### src/rtl/data_bus_arbiter.sv
// Two-master round-robin arbiter in front of a single-port data RAM, one access in flight.
// Optional M1 bus lock with a bounded grant streak, enabled by defining ARB_LOCK_EN.
module data_bus_arbiter #(
  parameter int ADDR_W   = 32,
  parameter int DATA_W   = 32,
  parameter int LOCK_MAX = 16
) (
  input  logic              clk,
  input  logic              reset,
  input  logic              m0_req,
  input  logic              m0_we,
  input  logic [ADDR_W-1:0] m0_addr,
  input  logic [DATA_W-1:0] m0_wdata,
  output logic              m0_ready,
  output logic [DATA_W-1:0] m0_rdata,
  input  logic              m1_req,
  input  logic              m1_we,
  input  logic [ADDR_W-1:0] m1_addr,
  input  logic [DATA_W-1:0] m1_wdata,
  output logic              m1_ready,
  output logic [DATA_W-1:0] m1_rdata,
  input  logic              m1_lock,
  output logic              slave_en,
  output logic              slave_we,
  output logic [ADDR_W-1:0] slave_addr,
  output logic [DATA_W-1:0] slave_wdata,
  input  logic [DATA_W-1:0] slave_rdata,
  output logic              owner,
  output logic              busy
);
  localparam int LOCK_W = $clog2(LOCK_MAX + 1);

  typedef enum logic [1:0] {S_IDLE, S_ACCESS, S_RESP} state_t;

  state_t            r_state;
  logic              r_last_owner;
  logic              r_owner;
  logic              r_we;
  logic [ADDR_W-1:0] r_addr;
  logic [DATA_W-1:0] r_wdata;
  logic              r_slave_en;
  logic              r_slave_we;
  logic              r_m0_ready;
  logic              r_m1_ready;

  logic w_any;
  logic w_win;
  logic w_lock_win;

  assign w_any = m0_req | m1_req;

  always_comb begin
    w_win = 1'b0;
    if (w_lock_win)          w_win = 1'b1;
    else if (m0_req & m1_req) w_win = ~r_last_owner;
    else                     w_win = m1_req;
  end

`ifdef ARB_LOCK_EN
  logic [LOCK_W-1:0] r_lock_cnt;

  assign w_lock_win = r_last_owner & m1_req & m1_lock & (r_lock_cnt < LOCK_W'(LOCK_MAX));

  // Any M1 grant taken while locked extends the streak; saturates so a lone M1 cannot wrap it.
  always_ff @(posedge clk or negedge reset) begin
    if (!reset) begin
      r_lock_cnt <= '0;
    end else if (r_state == S_IDLE) begin
      if (w_any) begin
        if (w_win & m1_lock) begin
          if (r_lock_cnt < LOCK_W'(LOCK_MAX)) r_lock_cnt <= r_lock_cnt + 1'b1;
        end else begin
          r_lock_cnt <= '0;
        end
      end else if (!m1_lock) begin
        r_lock_cnt <= '0;
      end
    end
  end
`else
  logic [LOCK_W:0] w_unused;
  assign w_lock_win = 1'b0;
  assign w_unused   = {m1_lock, {LOCK_W{1'b0}}};
`endif

  always_ff @(posedge clk or negedge reset) begin
    if (!reset) begin
      r_state      <= S_IDLE;
      r_last_owner <= 1'b1;
      r_owner      <= 1'b0;
      r_we         <= 1'b0;
      r_addr       <= '0;
      r_wdata      <= '0;
      r_slave_en   <= 1'b0;
      r_slave_we   <= 1'b0;
      r_m0_ready   <= 1'b0;
      r_m1_ready   <= 1'b0;
    end else begin
      case (r_state)
        S_IDLE: begin
          if (w_any) begin
            r_owner    <= w_win;
            r_we       <= w_win ? m1_we    : m0_we;
            r_addr     <= w_win ? m1_addr  : m0_addr;
            r_wdata    <= w_win ? m1_wdata : m0_wdata;
            r_slave_en <= 1'b1;
            r_slave_we <= w_win ? m1_we    : m0_we;
            r_state    <= S_ACCESS;
          end
        end
        S_ACCESS: begin
          r_slave_en <= 1'b0;
          r_slave_we <= 1'b0;
          r_m0_ready <= ~r_owner;
          r_m1_ready <= r_owner;
          r_state    <= S_RESP;
        end
        S_RESP: begin
          r_m0_ready   <= 1'b0;
          r_m1_ready   <= 1'b0;
          r_last_owner <= r_owner;
          r_state      <= S_IDLE;
        end
        default: r_state <= S_IDLE;
      endcase
    end
  end

  // RAM read data arrives the cycle after the strobe, so it is passed straight through in RESP.
  assign m0_rdata    = (r_m0_ready & ~r_we) ? slave_rdata : '0;
  assign m1_rdata    = (r_m1_ready & ~r_we) ? slave_rdata : '0;
  assign m0_ready    = r_m0_ready;
  assign m1_ready    = r_m1_ready;
  assign slave_en    = r_slave_en;
  assign slave_we    = r_slave_we;
  assign slave_addr  = r_addr;
  assign slave_wdata = r_wdata;
  assign owner       = r_owner;
  assign busy        = (r_state != S_IDLE);
endmodule

### config.mk
export PLATFORM = sky130hd
export DESIGN_NAME = data_bus_arbiter
export DESIGN_NICKNAME = d
export VERILOG_FILES = /design/src/rtl/data_bus_arbiter.sv
export SDC_FILE = /design/constraint.sdc
export NUM_CORES = 1
export LEC_CHECK = 0
export BUFFER_PORTS_ARGS = -buffer_cell sky130_fd_sc_hd__buf_2
export CORE_AREA = 2 2 117 119
export DETAILED_ROUTE_END_ITERATION = 10
export DIE_AREA = 0 0 119 121
export HOLD_SLACK_MARGIN = 0.05
export PLACE_DENSITY_LB_ADDON = 0.15
export SETUP_SLACK_MARGIN = 0.5
export SLEW_MARGIN = 20
export SYNTH_ARGS = -nofsm -noshare
export SYNTH_HDL_FRONTEND = slang
export SYNTH_SLANG_ARGS = --single-unit
export TNS_END_PERCENT = 10
### constraint.sdc
create_clock -name clk -period 2.1 [get_ports clk]
set_clock_uncertainty 0.15 [all_clocks]
set_input_delay 0.315 -clock clk [delete_from_list [all_inputs] [get_ports clk]]
set_output_delay 0.315 -clock clk [all_outputs]
set_load 0.05 [all_outputs]
### Word-level counts from Yosys, hierarchy flattened

Cells that the tools add are included.

| word-level totals | value |
|---|---|
| output and inout port bits | 134 |
| flip-flop bits (word level) | 73 |
| bits of input ports | 167 |
| word-level logic and storage cells | 40 |

| cells by class | value |
|---|---|
| muxes and demuxes | 14 |
| bitwise gates (word level) | 7 |
| reductions and logical operators | 6 |
| eq/ne operators | 3 |

Operator list:

| operator | number |
|---|---|
| $mux W32 | 4 |
| $pmux W1 S2 | 4 |
| $reduce_bool A2 Y1 | 3 |
| $mux W1 | 4 |
| $pmux W2 S2 | 1 |
| $reduce_and A2 Y1 | 2 |
| $and A1 B1 Y1 | 3 |
| $not A1 Y1 | 3 |
| $eq A2 B1 Y1 const B | 1 |
| $eq A2 B2 Y1 const B | 1 |
| $logic_not A2 Y1 | 1 |
| $mux W2 | 1 |
| $ne A2 B2 Y1 const B | 1 |
| $or A1 B1 Y1 | 1 |

### Longest topological paths before layout

Gate-level depths: netlist (run 1).

| depth | value |
|---|---|
| word-level depth | 5 |
| depth in mapped cells | 7 |

### Worst setup path after synthesis (run 1)

Ideal clock, no wire load.

| timing path | value |
|---|---|
| path kind | reg-to-output |
| from | register r_m0_ready, in the netlist m0_ready |
| to | output m0_rdata[10] |
| slack | 0.071 ns |
| stages on the path, launching flop included | 4 |
| path buffers | 1 |
| arrival | 1.564 ns |
| cells stage by stage | dfrtp_1 -> nor2b_1 -> clkbuf_1 -> and2_1 |

| on the way | value |
|---|---|
| word-level cells in the longest chain between the ends | 2 |

Ends and longest elaborated chain:

| element | line | RTL |
|---|---|---|
| start, declared | 43 | `logic r_m0_ready;` |
| start signal, assigned | 114 | `r_m0_ready <= ~r_owner;` |
| $and A1 B1 Y1 | 130 | `assign m0_rdata = (r_m0_ready & ~r_we) ? slave_rdata : '0;` |
| $mux W32 | 130 |  |
| end, declared | 15 | `output logic [DATA_W-1:0] m0_rdata,` |

No other way between the ends.

### Final worst setup path (run 1)

| timing path | value |
|---|---|
| from | register r_we |
| to | output m0_rdata[0] |

| on the way | value |
|---|---|
| word-level cells in the longest chain between the ends | 3 |

Ends and longest elaborated chain:

| element | line | RTL |
|---|---|---|
| start, declared | 38 | `logic r_we;` |
| start signal, assigned | 103 | `r_we <= w_win ? m1_we : m0_we;` |
| $not A1 Y1 | 130 |  |
| $and A1 B1 Y1 | 130 |  |
| $mux W32 | 130 |  |

No other way between the ends.

==> metrics.txt, run 1 <==
# TYPE chip_impl_metric gauge
chip_impl_info{name="run_status",value="finished clean"} 1
chip_impl_info{name="cp_slowest_cell",value="sky130_fd_sc_hd__dfrtp_2"} 1
chip_impl_metric{name="gr-total-overflow",unit=""} 0
chip_impl_metric{name="critical-path-max-stage-delay",unit="ns"} 0.45
chip_impl_metric{name="drt.antenna.violating_nets",unit=""} 0
chip_impl_metric{name="design.final.nets",unit=""} 926
chip_impl_metric{name="maximum_number_of_pins_on_one_net_before_global_route_repair",unit=""} 54
chip_impl_metric{name="postLayoutCellArea",unit="mm²"} 0.00694
chip_impl_metric{name="final_layout_size_suffix_gt1_share",unit="%"} 66.3
chip_impl_metric{name="routedWlPerCell",unit="µm"} 16.6
chip_impl_metric{name="clock_path_buffers",unit=""} 2
chip_impl_info{name="post_synth_main_area_contributors",value="sky130_fd_sc_hd__dfrtp_1 43%, sky130_fd_sc_hd__a21oi_2 21%, sky130_fd_sc_hd__and2_1 9.6%, sky130_fd_sc_hd__nand2_1 6.1%, sky130_fd_sc_hd__nor2_1 6.1%"} 1
chip_impl_metric{name="ff2ff_path_depth",unit=""} 5
chip_impl_metric{name="boundaryPins",unit=""} 301
chip_impl_metric{name="die_area",unit="mm²"} 0.0144
chip_impl_metric{name="ys.warnings.count",unit=""} 0
chip_impl_metric{name="avgSynthCellArea",unit="µm²"} 9.03
chip_impl_metric{name="synth_xor_area_share",unit="%"} 0
chip_impl_metric{name="relSlewSlack",unit="%"} 54.4
chip_impl_metric{name="yosys.area.top_type_share",unit="%"} 43.3
chip_impl_info{name="critical_path.reg2reg.startpoint",value="r_state[1]"} 1
chip_impl_metric{name="postSynth.asyncResetShare",unit="%"} 100
chip_impl_metric{name="cts_buffers",unit=""} 9
chip_impl_info{name="netlist_top_cells_count",value="100 x sky130_fd_sc_hd__a21oi_2, 72 x sky130_fd_sc_hd__dfrtp_1, 68 x sky130_fd_sc_hd__nand2_1, 68 x sky130_fd_sc_hd__nor2_1, 64 x sky130_fd_sc_hd__and2_1"} 1
chip_impl_info{name="ys_dominant_reg_cell",value="sky130_fd_sc_hd__dfrtp_1"} 1
chip_impl_metric{name="syn-cell-area",unit="mm²"} 0.00416
chip_impl_metric{name="ir_worst_vdd",unit="mV"} 0.909
chip_impl_metric{name="power.static_leakage",unit="nW"} 3.34
chip_impl_metric{name="place_ws",unit="ns"} 0.239
chip_impl_metric{name="critical_path.max_fanout",unit=""} 16
chip_impl_metric{name="chipHeight",unit="µm"} 121
chip_impl_info{name="path_cells",value="nor2b_4, clkbuf_16, and2_1, buf_6"} 1
chip_impl_metric{name="synth_cell_types",unit=""} 26
chip_impl_metric{name="min_path_cells",unit=""} 3
chip_impl_metric{name="cts_max_level",unit=""} 3
chip_impl_metric{name="row_count",unit=""} 42
chip_impl_metric{name="timing_hold_violations_final",unit=""} 0
chip_impl_metric{name="layout_min_cycle_time",unit="ns"} 1.95
chip_impl_metric{name="via_count",unit=""} 4464
chip_impl_metric{name="ys_seq_area_share",unit="%"} 43.9
chip_impl_info{name="synth_top_family_by_area",value="compound AO/OA/AOI/OAI gates"} 1
chip_impl_metric{name="setup_tns",unit="ns"} 0
chip_impl_metric{name="totalWireLength",unit="mm"} 15.6
chip_impl_metric{name="cts_clock_pin_slew_for_the_worst_setup_and_hold_paths",unit="ns"} 0.06
chip_impl_metric{name="clk_latency",unit="ns"} 0.33
chip_impl_metric{name="grt_pass1_wl",unit="mm"} 22.8
chip_impl_metric{name="synth_seq_cells",unit=""} 73
chip_impl_metric{name="yosys-mux-area-fraction",unit="%"} 0.541
chip_impl_metric{name="chipWidth",unit="µm"} 119
chip_impl_info{name="cts_root_buf",value="sky130_fd_sc_hd__clkbuf_16"} 1
chip_impl_info{name="crit_type",value="reg2out"} 1
chip_impl_metric{name="power.total",unit="mW"} 12.6
chip_impl_metric{name="cts_num_sinks",unit=""} 73
chip_impl_metric{name="timing_worst_slew_pin_value",unit="ns"} 0.682
chip_impl_metric{name="synth_enable_flop_cells",unit=""} 0
chip_impl_info{name="synth.largest_area_cell",value="sky130_fd_sc_hd__dfrtp_1"} 1
chip_impl_metric{name="drc_errors",unit=""} 0
chip_impl_metric{name="buffers_inverters_on_critical_path",unit=""} 2
chip_impl_info{name="unrepaired_setup_endpoints_after_global_routing",value="true"} 1
chip_impl_metric{name="synth_simple_gate_area_share",unit="%"} 22.4
chip_impl_metric{name="worst_ep_required_time",unit="ns"} 1.63
chip_impl_metric{name="power_per_cell_area",unit="mW/mm²"} 1810
chip_impl_info{name="cp-start-kind",value="flip-flop"} 1
chip_impl_metric{name="syn-instance-count",unit=""} 461
chip_impl_metric{name="routabilityCongestion",unit=""} 0.903
chip_impl_info{name="cpLargestDelayFamily",value="flip-flops"} 1
chip_impl_metric{name="synth_compound_area_share",unit="%"} 26.6
chip_impl_metric{name="postLayoutSetupSlackWorst",unit="ns"} 0.149
chip_impl_metric{name="synth-adder-area-share",unit="%"} 1.20
chip_impl_metric{name="grt_pass1_vias",unit=""} 4507
chip_impl_metric{name="grt_usage",unit="%"} 20.2
chip_impl_info{name="startpoint_of_the_tightest_hold_check_path",value="m0_addr[15]"} 1
chip_impl_metric{name="core_area",unit="mm²"} 0.0131
chip_impl_metric{name="dp.final_hpwl",unit="mm"} 10.6
chip_impl_metric{name="antenna_found_initial",unit=""} 4
chip_impl_metric{name="setup_viol_count_final",unit=""} 0
chip_impl_metric{name="timing_max_transition_violations_final",unit=""} 0
chip_impl_metric{name="drt_pass1_iterations",unit=""} 5
chip_impl_info{name="worst_hold_path.endpoint",value="slave_addr[15]"} 1
chip_impl_metric{name="placedInstanceArea",unit="mm²"} 0.00605
chip_impl_info{name="cts_tree",value="done"} 1
chip_impl_metric{name="reg_to_reg_setup_timing_slack",unit="ns"} 0.36
chip_impl_info{name="hp-class",value="in2reg"} 1
chip_impl_metric{name="drt_iter0_markers",unit=""} 108
chip_impl_metric{name="initial_utilization",unit="%"} 31.8
chip_impl_metric{name="io_buffers",unit=""} 299
chip_impl_metric{name="count_of_max_cap_constraint_violations",unit=""} 0
chip_impl_metric{name="syn-num-nets",unit=""} 632
chip_impl_info{name="post-synth-top-count-cell",value="sky130_fd_sc_hd__a21oi_2"} 1
chip_impl_metric{name="area_delta_synth_final",unit="%"} 66.7
chip_impl_metric{name="highest_clock_rate",unit="MHz"} 513
chip_impl_metric{name="route.detailed.vias_per_inst",unit=""} 4.75
chip_impl_metric{name="final.period_utilization",unit="%"} 92.9
chip_impl_metric{name="worstPathArrival",unit="ns"} 1.49
chip_impl_info{name="end_kind",value="output pin"} 1
chip_impl_info{name="r2r-end",value="slave_we"} 1
final cells by class:
type | instances | area, µm²
inverter | 4 | 15.0
fill | 1214 | 6140
tap | 176 | 220
timing repair buffer | 317 | 2240
multi-input combinational | 350 | 2300
clock buffer | 14 | 264
antenna | 3 | 7.51
clock inverter | 2 | 60.1
sequential | 73 | 1830
metrics by stage:
step	hold WS (ns)	instances	util [%]
floorplan	-0.131	461	-
global placement	0.177	913	46.2
detailed placement	0.175	913	46.2
CTS	0.0507	934	51.7
global route	0.0568	939	53.0
finish	0.0654	939	53.0
worst reg2reg max path, delay by kind of cell, from the launching register on:
| kind | cells | cell delay, ns |
|---|---|---|
| AND/OR/NAND/NOR | 1 | 0.42 |
| flip-flops | 1 | 0.38 |
| AO/OA/AOI/OAI | 2 | 0.35 |
| adder cells (fa/ha/maj) | 1 | 0.25 |
| buffers and inverters | 1 | 0.12 |
cells in the final DEF (no fill, tap or decap), types with 3 or more instances in the layout:
master,Yosys,routed
sky130_fd_sc_hd__buf_4,5,11
sky130_fd_sc_hd__inv_1,4,3
sky130_fd_sc_hd__clkbuf_1,10,3
sky130_fd_sc_hd__buf_2,13,233
sky130_fd_sc_hd__o21ai_0,3,3
sky130_fd_sc_hd__and2_4,0,62
sky130_fd_sc_hd__a21oi_1,30,30
sky130_fd_sc_hd__clkbuf_16,0,11
sky130_fd_sc_hd__buf_6,6,44
sky130_fd_sc_hd__buf_12,0,9
sky130_fd_sc_hd__ha_1,4,3
sky130_fd_sc_hd__dfrtp_2,0,3
sky130_fd_sc_hd__buf_8,0,14
sky130_fd_sc_hd__dfrtp_1,72,69
sky130_fd_sc_hd__a21oi_2,100,100
sky130_fd_sc_hd__nand2_1,68,68
sky130_fd_sc_hd__diode_2,0,3
sky130_fd_sc_hd__nor2_1,68,67
worst max path at each step:
stage	depth (start not counted)	from	endpoint	slack (ns)
after floorplan	3	m1_ready	m1_rdata[31]	0.42
after global placement	5	m1_req	slave_addr[18]	0.28
after detailed placement	5	m1_req	slave_addr[13]	0.24
after CTS	4	r_we	m0_rdata[25]	0.15
after global routing	4	r_we	m0_rdata[0]	0.09
final	4	r_we	m0_rdata[0]	0.15
per-layer routing:
metal  up-vias  wire length [µm]  global-route usage [%]
met1      2141              5800                    21.4
met3        30              1230                    6.58
met4         2               390                    7.74
li1       2096                 -                       -
met2       195              8120                    37.1
met5         -                17                       0
power by group:
group          internal (mW)  switching, mW  total (mW)
Clock                   1.11          0.580        1.69
Sequential              2.14          0.385        2.53
Combinational           2.63           5.74        8.38
sequential cells by signal, summed over array words and instances, names as in the netlist:
name          cells
r_state           2
r_last_owner      1
slave_addr       32
slave_we          1
r_we              1
owner             1
m0_ready          1
slave_en          1
slave_wdata      32
m1_ready          1
logic make-up after synthesis:
family	count (synthesis)
AOI/OAI and AO/OA	141
adders and majority gates	4
buffers and inverters	38
DFF	73
muxes	2
and+or+nand+nor	203
timing repair:
item,4_1_cts,5_1_grt
pin swaps,1,1
resized for setup,111,33
hold buffers,2,0
setup endpoints to repair,135,135
setup buffers,2,0
endpoints found under the hold margin,36,0
cloned,1,2
No activity file was read; power rests on OpenSTA's default activity.
==> run 2, diff against run 1 <==
--- a/config.mk
+++ b/config.mk
@@ -5,10 +5,11 @@
 export SDC_FILE = /design/constraint.sdc
 export NUM_CORES = 1
 export LEC_CHECK = 0
-export BUFFER_PORTS_ARGS = -buffer_cell sky130_fd_sc_hd__buf_2
 export CORE_AREA = 2 2 117 119
+export CTS_BUF_LIST = sky130_fd_sc_hd__clkbuf_2 sky130_fd_sc_hd__clkbuf_4 sky130_fd_sc_hd__clkbuf_8
 export DETAILED_ROUTE_END_ITERATION = 10
 export DIE_AREA = 0 0 119 121
+export DONT_BUFFER_PORTS = 1
 export HOLD_SLACK_MARGIN = 0.05
 export PLACE_DENSITY_LB_ADDON = 0.15
 export SETUP_SLACK_MARGIN = 0.5
==> metrics.txt, run 2 <==
# TYPE chip_impl_metric gauge
chip_impl_info{name="run_status",value="did not finish"} 1
chip_impl_info{name="outcome.stop_stage",value="clock tree synthesis (4_1_cts)"} 1
chip_impl_info{name="stop_error",value="[ERROR RSZ-0060] Max buffer count reached."} 1
chip_impl_info{name="post-synth-top-count-cell",value="sky130_fd_sc_hd__a21oi_2"} 1
chip_impl_metric{name="placedInstanceArea",unit="mm²"} 0.00455
chip_impl_info{name="post_synth_main_area_contributors",value="sky130_fd_sc_hd__dfrtp_1 43%, sky130_fd_sc_hd__a21oi_2 21%, sky130_fd_sc_hd__and2_1 9.6%, sky130_fd_sc_hd__nand2_1 6.1%, sky130_fd_sc_hd__nor2_1 6.1%"} 1
chip_impl_metric{name="syn-cell-area",unit="mm²"} 0.00416
chip_impl_metric{name="avgSynthCellArea",unit="µm²"} 9.03
chip_impl_metric{name="chipHeight",unit="µm"} 121
chip_impl_metric{name="place_ws",unit="ns"} 0.290
chip_impl_info{name="netlist_top_cells_count",value="100 x sky130_fd_sc_hd__a21oi_2, 72 x sky130_fd_sc_hd__dfrtp_1, 68 x sky130_fd_sc_hd__nand2_1, 68 x sky130_fd_sc_hd__nor2_1, 64 x sky130_fd_sc_hd__and2_1"} 1
chip_impl_metric{name="ys_seq_area_share",unit="%"} 43.9
chip_impl_info{name="ys_dominant_reg_cell",value="sky130_fd_sc_hd__dfrtp_1"} 1
chip_impl_metric{name="boundaryPins",unit=""} 301
chip_impl_metric{name="routabilityCongestion",unit=""} 0.867
chip_impl_metric{name="post_cts_hold_buffer_count",unit=""} 129
chip_impl_metric{name="ys.warnings.count",unit=""} 0
chip_impl_metric{name="post_cts_resize_count",unit=""} 10
chip_impl_metric{name="postSynth.asyncResetShare",unit="%"} 100
chip_impl_metric{name="cts_max_level",unit=""} 3
chip_impl_metric{name="cts_buffers",unit=""} 9
chip_impl_metric{name="row_count",unit=""} 42
chip_impl_info{name="cts_root_buf",value="sky130_fd_sc_hd__clkbuf_8"} 1
chip_impl_metric{name="cts_num_sinks",unit=""} 73
chip_impl_metric{name="chipWidth",unit="µm"} 119
chip_impl_metric{name="syn-num-nets",unit=""} 632
chip_impl_metric{name="io_buffers",unit=""} 0
chip_impl_metric{name="clock_path_buffers",unit=""} 2
chip_impl_metric{name="synth_enable_flop_cells",unit=""} 0
chip_impl_metric{name="syn-instance-count",unit=""} 461
chip_impl_metric{name="synth_cell_types",unit=""} 26
chip_impl_metric{name="initial_utilization",unit="%"} 31.8
chip_impl_metric{name="dp.final_hpwl",unit="mm"} 9.45
chip_impl_info{name="synth.largest_area_cell",value="sky130_fd_sc_hd__dfrtp_1"} 1
chip_impl_metric{name="postCtsSetupBuffers",unit=""} 3
chip_impl_metric{name="yosys.area.top_type_share",unit="%"} 43.3
chip_impl_metric{name="synth_seq_cells",unit=""} 73
[run 2: cells by family after synthesis]
family	share of synthesized area, %
flip-flops	43.9
AO/OA/AOI/OAI	26.6
adder cells (fa/ha/maj)	1.20
AND/OR/NAND/NOR	22.4
buffers and inverters	5.35
multiplexers	0.541
[run 2: stage by stage]
step	hold slack, ns	cells
2_1_floorplan	-0.131	461
3_3_place_gp	-0.129	620
3_5_place_dp	-0.129	620
==> run 3, diff against run 2 <==
==> config.mk (replaced) <==
export PLATFORM = sky130hd
export DESIGN_NAME = data_bus_arbiter
export DESIGN_NICKNAME = d
export VERILOG_FILES = /design/src/rtl/data_bus_arbiter.sv
export SDC_FILE = /design/constraint.sdc
export NUM_CORES = 1
export LEC_CHECK = 0
export CORE_AREA = 2 2 118 120
export DETAILED_ROUTE_END_ITERATION = 10
export DIE_AREA = 0 0 120 122
export DONT_BUFFER_PORTS = 1
export PLACE_DENSITY_LB_ADDON = 0.15
export SLEW_MARGIN = 20
export SYNTH_ARGS = -nofsm -noshare
export SYNTH_HDL_FRONTEND = slang
export SYNTH_SLANG_ARGS = --single-unit
export TNS_END_PERCENT = 10
==> metrics.txt, run 3 (synthesized netlist as in run 1, its figures left out) <==
# TYPE chip_impl_metric gauge
chip_impl_metric{name="dp.final_hpwl",unit="mm"} 10.9
chip_impl_metric{name="grt_util_met2",unit="%"} 36.0
chip_impl_info{name="cp-start-kind",value="flip-flop"} 1
chip_impl_metric{name="drt.antenna.violating_nets",unit=""} 0
chip_impl_metric{name="io_buffers",unit=""} 0
chip_impl_metric{name="routedWlPerCell",unit="µm"} 19.0
chip_impl_metric{name="antenna_found_initial",unit=""} 0
chip_impl_metric{name="power.static_leakage",unit="nW"} 2.64
chip_impl_metric{name="setup_tns",unit="ns"} 0
chip_impl_metric{name="final.period_utilization",unit="%"} 93.1
chip_impl_metric{name="chipWidth",unit="µm"} 120
chip_impl_metric{name="cellInternalPower",unit="mW"} 5.14
chip_impl_metric{name="timing_max_transition_violations_final",unit=""} 0
chip_impl_metric{name="die_area",unit="mm²"} 0.0146
chip_impl_metric{name="via_count",unit=""} 3765
chip_impl_metric{name="final_layout_size_suffix_gt1_share",unit="%"} 34.2
chip_impl_metric{name="relSlewSlack",unit="%"} 57.8
chip_impl_metric{name="highest_clock_rate",unit="MHz"} 512
chip_impl_metric{name="seqPwrFrac",unit="%"} 42.8
chip_impl_metric{name="drt_pass1_iterations",unit=""} 4
chip_impl_metric{name="p_sw",unit="mW"} 6.53
chip_impl_metric{name="cts_num_sinks",unit=""} 73
chip_impl_metric{name="core_area",unit="mm²"} 0.0135
chip_impl_metric{name="power.clock.fraction",unit="%"} 12.5
chip_impl_metric{name="boundaryPins",unit=""} 301
chip_impl_metric{name="post_cts_hold_buffer_count",unit=""} 65
chip_impl_metric{name="ir_worst_vdd",unit="mV"} 0.514
chip_impl_metric{name="timing_hold_violations_final",unit=""} 73
chip_impl_metric{name="route.detailed.vias_per_inst",unit=""} 4.92
chip_impl_info{name="most-common-layout-cells",value="100 x sky130_fd_sc_hd__a21oi_2, 72 x sky130_fd_sc_hd__dfrtp_1, 68 x sky130_fd_sc_hd__nor2_1, 68 x sky130_fd_sc_hd__nand2_1, 67 x sky130_fd_sc_hd__buf_12"} 1
chip_impl_metric{name="gr-total-overflow",unit=""} 0
chip_impl_info{name="cts_tree",value="done"} 1
chip_impl_metric{name="post_cts_resize_count",unit=""} 0
chip_impl_metric{name="comb_power_share",unit="%"} 44.6
chip_impl_metric{name="number_of_diodes",unit=""} 0
chip_impl_metric{name="use_met3",unit="%"} 5.24
chip_impl_metric{name="cts_clock_pin_slew_for_the_worst_setup_and_hold_paths",unit="ns"} 0.06
chip_impl_metric{name="clk_latency",unit="ns"} 0.33
chip_impl_info{name="most_common_cell_after_layout_fill_and_taps_aside",value="sky130_fd_sc_hd__a21oi_2"} 1
chip_impl_metric{name="final.hold.worst_slack",unit="ns"} -0.471
chip_impl_metric{name="critical_path.max_fanout",unit=""} 32
chip_impl_metric{name="initial_utilization",unit="%"} 30.8
chip_impl_metric{name="postCtsSetupBuffers",unit=""} 0
chip_impl_info{name="run_status",value="finished with violations"} 1
chip_impl_metric{name="count_of_max_cap_constraint_violations",unit=""} 0
chip_impl_metric{name="row_count",unit=""} 43
chip_impl_metric{name="totalWireLength",unit="mm"} 14.6
chip_impl_info{name="hp-class",value="in2async"} 1
chip_impl_metric{name="drt_iter0_markers",unit=""} 157
chip_impl_metric{name="place_ws",unit="ns"} 0.297
chip_impl_info{name="crit_type",value="reg2out"} 1
chip_impl_metric{name="drc_errors",unit=""} 0
chip_impl_metric{name="routabilityCongestion",unit=""} 0.800
chip_impl_metric{name="grt_pass1_vias",unit=""} 3880
chip_impl_metric{name="grt_usage",unit="%"} 19.1
chip_impl_metric{name="power.share.switching",unit="%"} 55.9
chip_impl_metric{name="postLayoutSetupSlackWorst",unit="ns"} 0.145
chip_impl_info{name="unrepaired_setup_endpoints_after_global_routing",value="false"} 1
chip_impl_info{name="global_route.peak_usage_layer",value="met2"} 1
chip_impl_metric{name="cts_max_level",unit=""} 3
chip_impl_info{name="cts_root_buf",value="sky130_fd_sc_hd__clkbuf_16"} 1
chip_impl_metric{name="worstPathArrival",unit="ns"} 1.49
chip_impl_metric{name="met1_usage",unit="%"} 20.2
chip_impl_metric{name="layout_min_cycle_time",unit="ns"} 1.95
chip_impl_metric{name="clock_path_buffers",unit=""} 2
chip_impl_metric{name="power_per_cell_area",unit="mW/mm²"} 1780
chip_impl_metric{name="maximum_number_of_pins_on_one_net_before_global_route_repair",unit=""} 74
chip_impl_metric{name="grt_pass1_wl",unit="mm"} 22.0
chip_impl_metric{name="worst_ep_required_time",unit="ns"} 1.63
chip_impl_metric{name="chipHeight",unit="µm"} 122
chip_impl_metric{name="num-fill-cells",unit=""} 1245
chip_impl_metric{name="area_delta_synth_final",unit="%"} 57.4
chip_impl_info{name="end_kind",value="output pin"} 1
chip_impl_metric{name="setup_viol_count_final",unit=""} 0
chip_impl_metric{name="cts_buffers",unit=""} 9
chip_impl_metric{name="design.final.nets",unit=""} 751
chip_impl_info{name="violated_checks",value="hold timing"} 1
chip_impl_metric{name="timing_worst_slew_pin_value",unit="ns"} 0.633
run 3: through the flow:
step                      area (µm²)  total power [mW]  hold slack [ns]  std cells  util, %
after floorplan                 4160              8.25           -0.131        461        -
after global placement          5610              10.1           -0.129        684     41.6
after detailed placement        5610              10.2           -0.129        684     41.6
after CTS                       6550              11.8           -0.487        765     48.5
after global routing            6550              12.2           -0.493        765     48.5
final                           6550              11.7           -0.471        765     48.5
run 3: worst max-delay path: stages, from the launching register on:
cell and delay, ns:
sky130_fd_sc_hd__dfrtp_1 0.40, sky130_fd_sc_hd__nor2b_1 0.11, sky130_fd_sc_hd__buf_4 0.28, sky130_fd_sc_hd__and2_1 0.22, sky130_fd_sc_hd__buf_12 0.15
run 3: area by class of cell:
type                       count  area, µm²  area share [%]
clock inverter                 6       48.8           0.745
tap                          180        225            3.44
clock buffer                  10        239            3.65
inverter                       4       15.0           0.229
multi-input combinational    350       2130            32.5
timing repair buffer         142       2070            31.5
sequential                    73       1830            27.9
run 3: path summary, 6_finish.rpt:
| kind | from | endpoint | slack [ns] | cells after the start |
|---|---|---|---|---|
| worst max register to register | r_state[0] | slave_we | 0.33 | 5 |
| worst min-delay path | reset | slave_addr[16] | -0.47 | 0 |
| worst max-delay path | r_we | m0_rdata[17] | 0.15 | 4 |
| min in group clk | m1_wdata[29] | slave_wdata[29] | 0.02 | 2 |
| worst min register to register | m1_ready | m1_ready | 0.41 | 2 |
| max in group asynchronous | reset | r_last_owner | 2.04 | 0 |
run 3: per-layer routing:
| layer | up-vias | part of all wire [%] |
|---|---|---|
| li1 | 1745 | - |
| met1 | 1817 | 36 |
| met2 | 181 | 54 |
| met3 | 22 | 7.9 |
| met4 | 0 | 2.6 |
| met5 | - | 0 |
run 3: power groups by stage:
stage | clock [mW] | sequential (mW) | combinational (mW)
detailed placement | 0 | 5.04 | 5.17
global placement | 0 | 5.03 | 5.07
global route | 1.56 | 5.08 | 5.61
finish | 1.46 | 5.00 | 5.21
floorplan | 0 | 4.85 | 3.40
CTS | 1.51 | 5.01 | 5.26
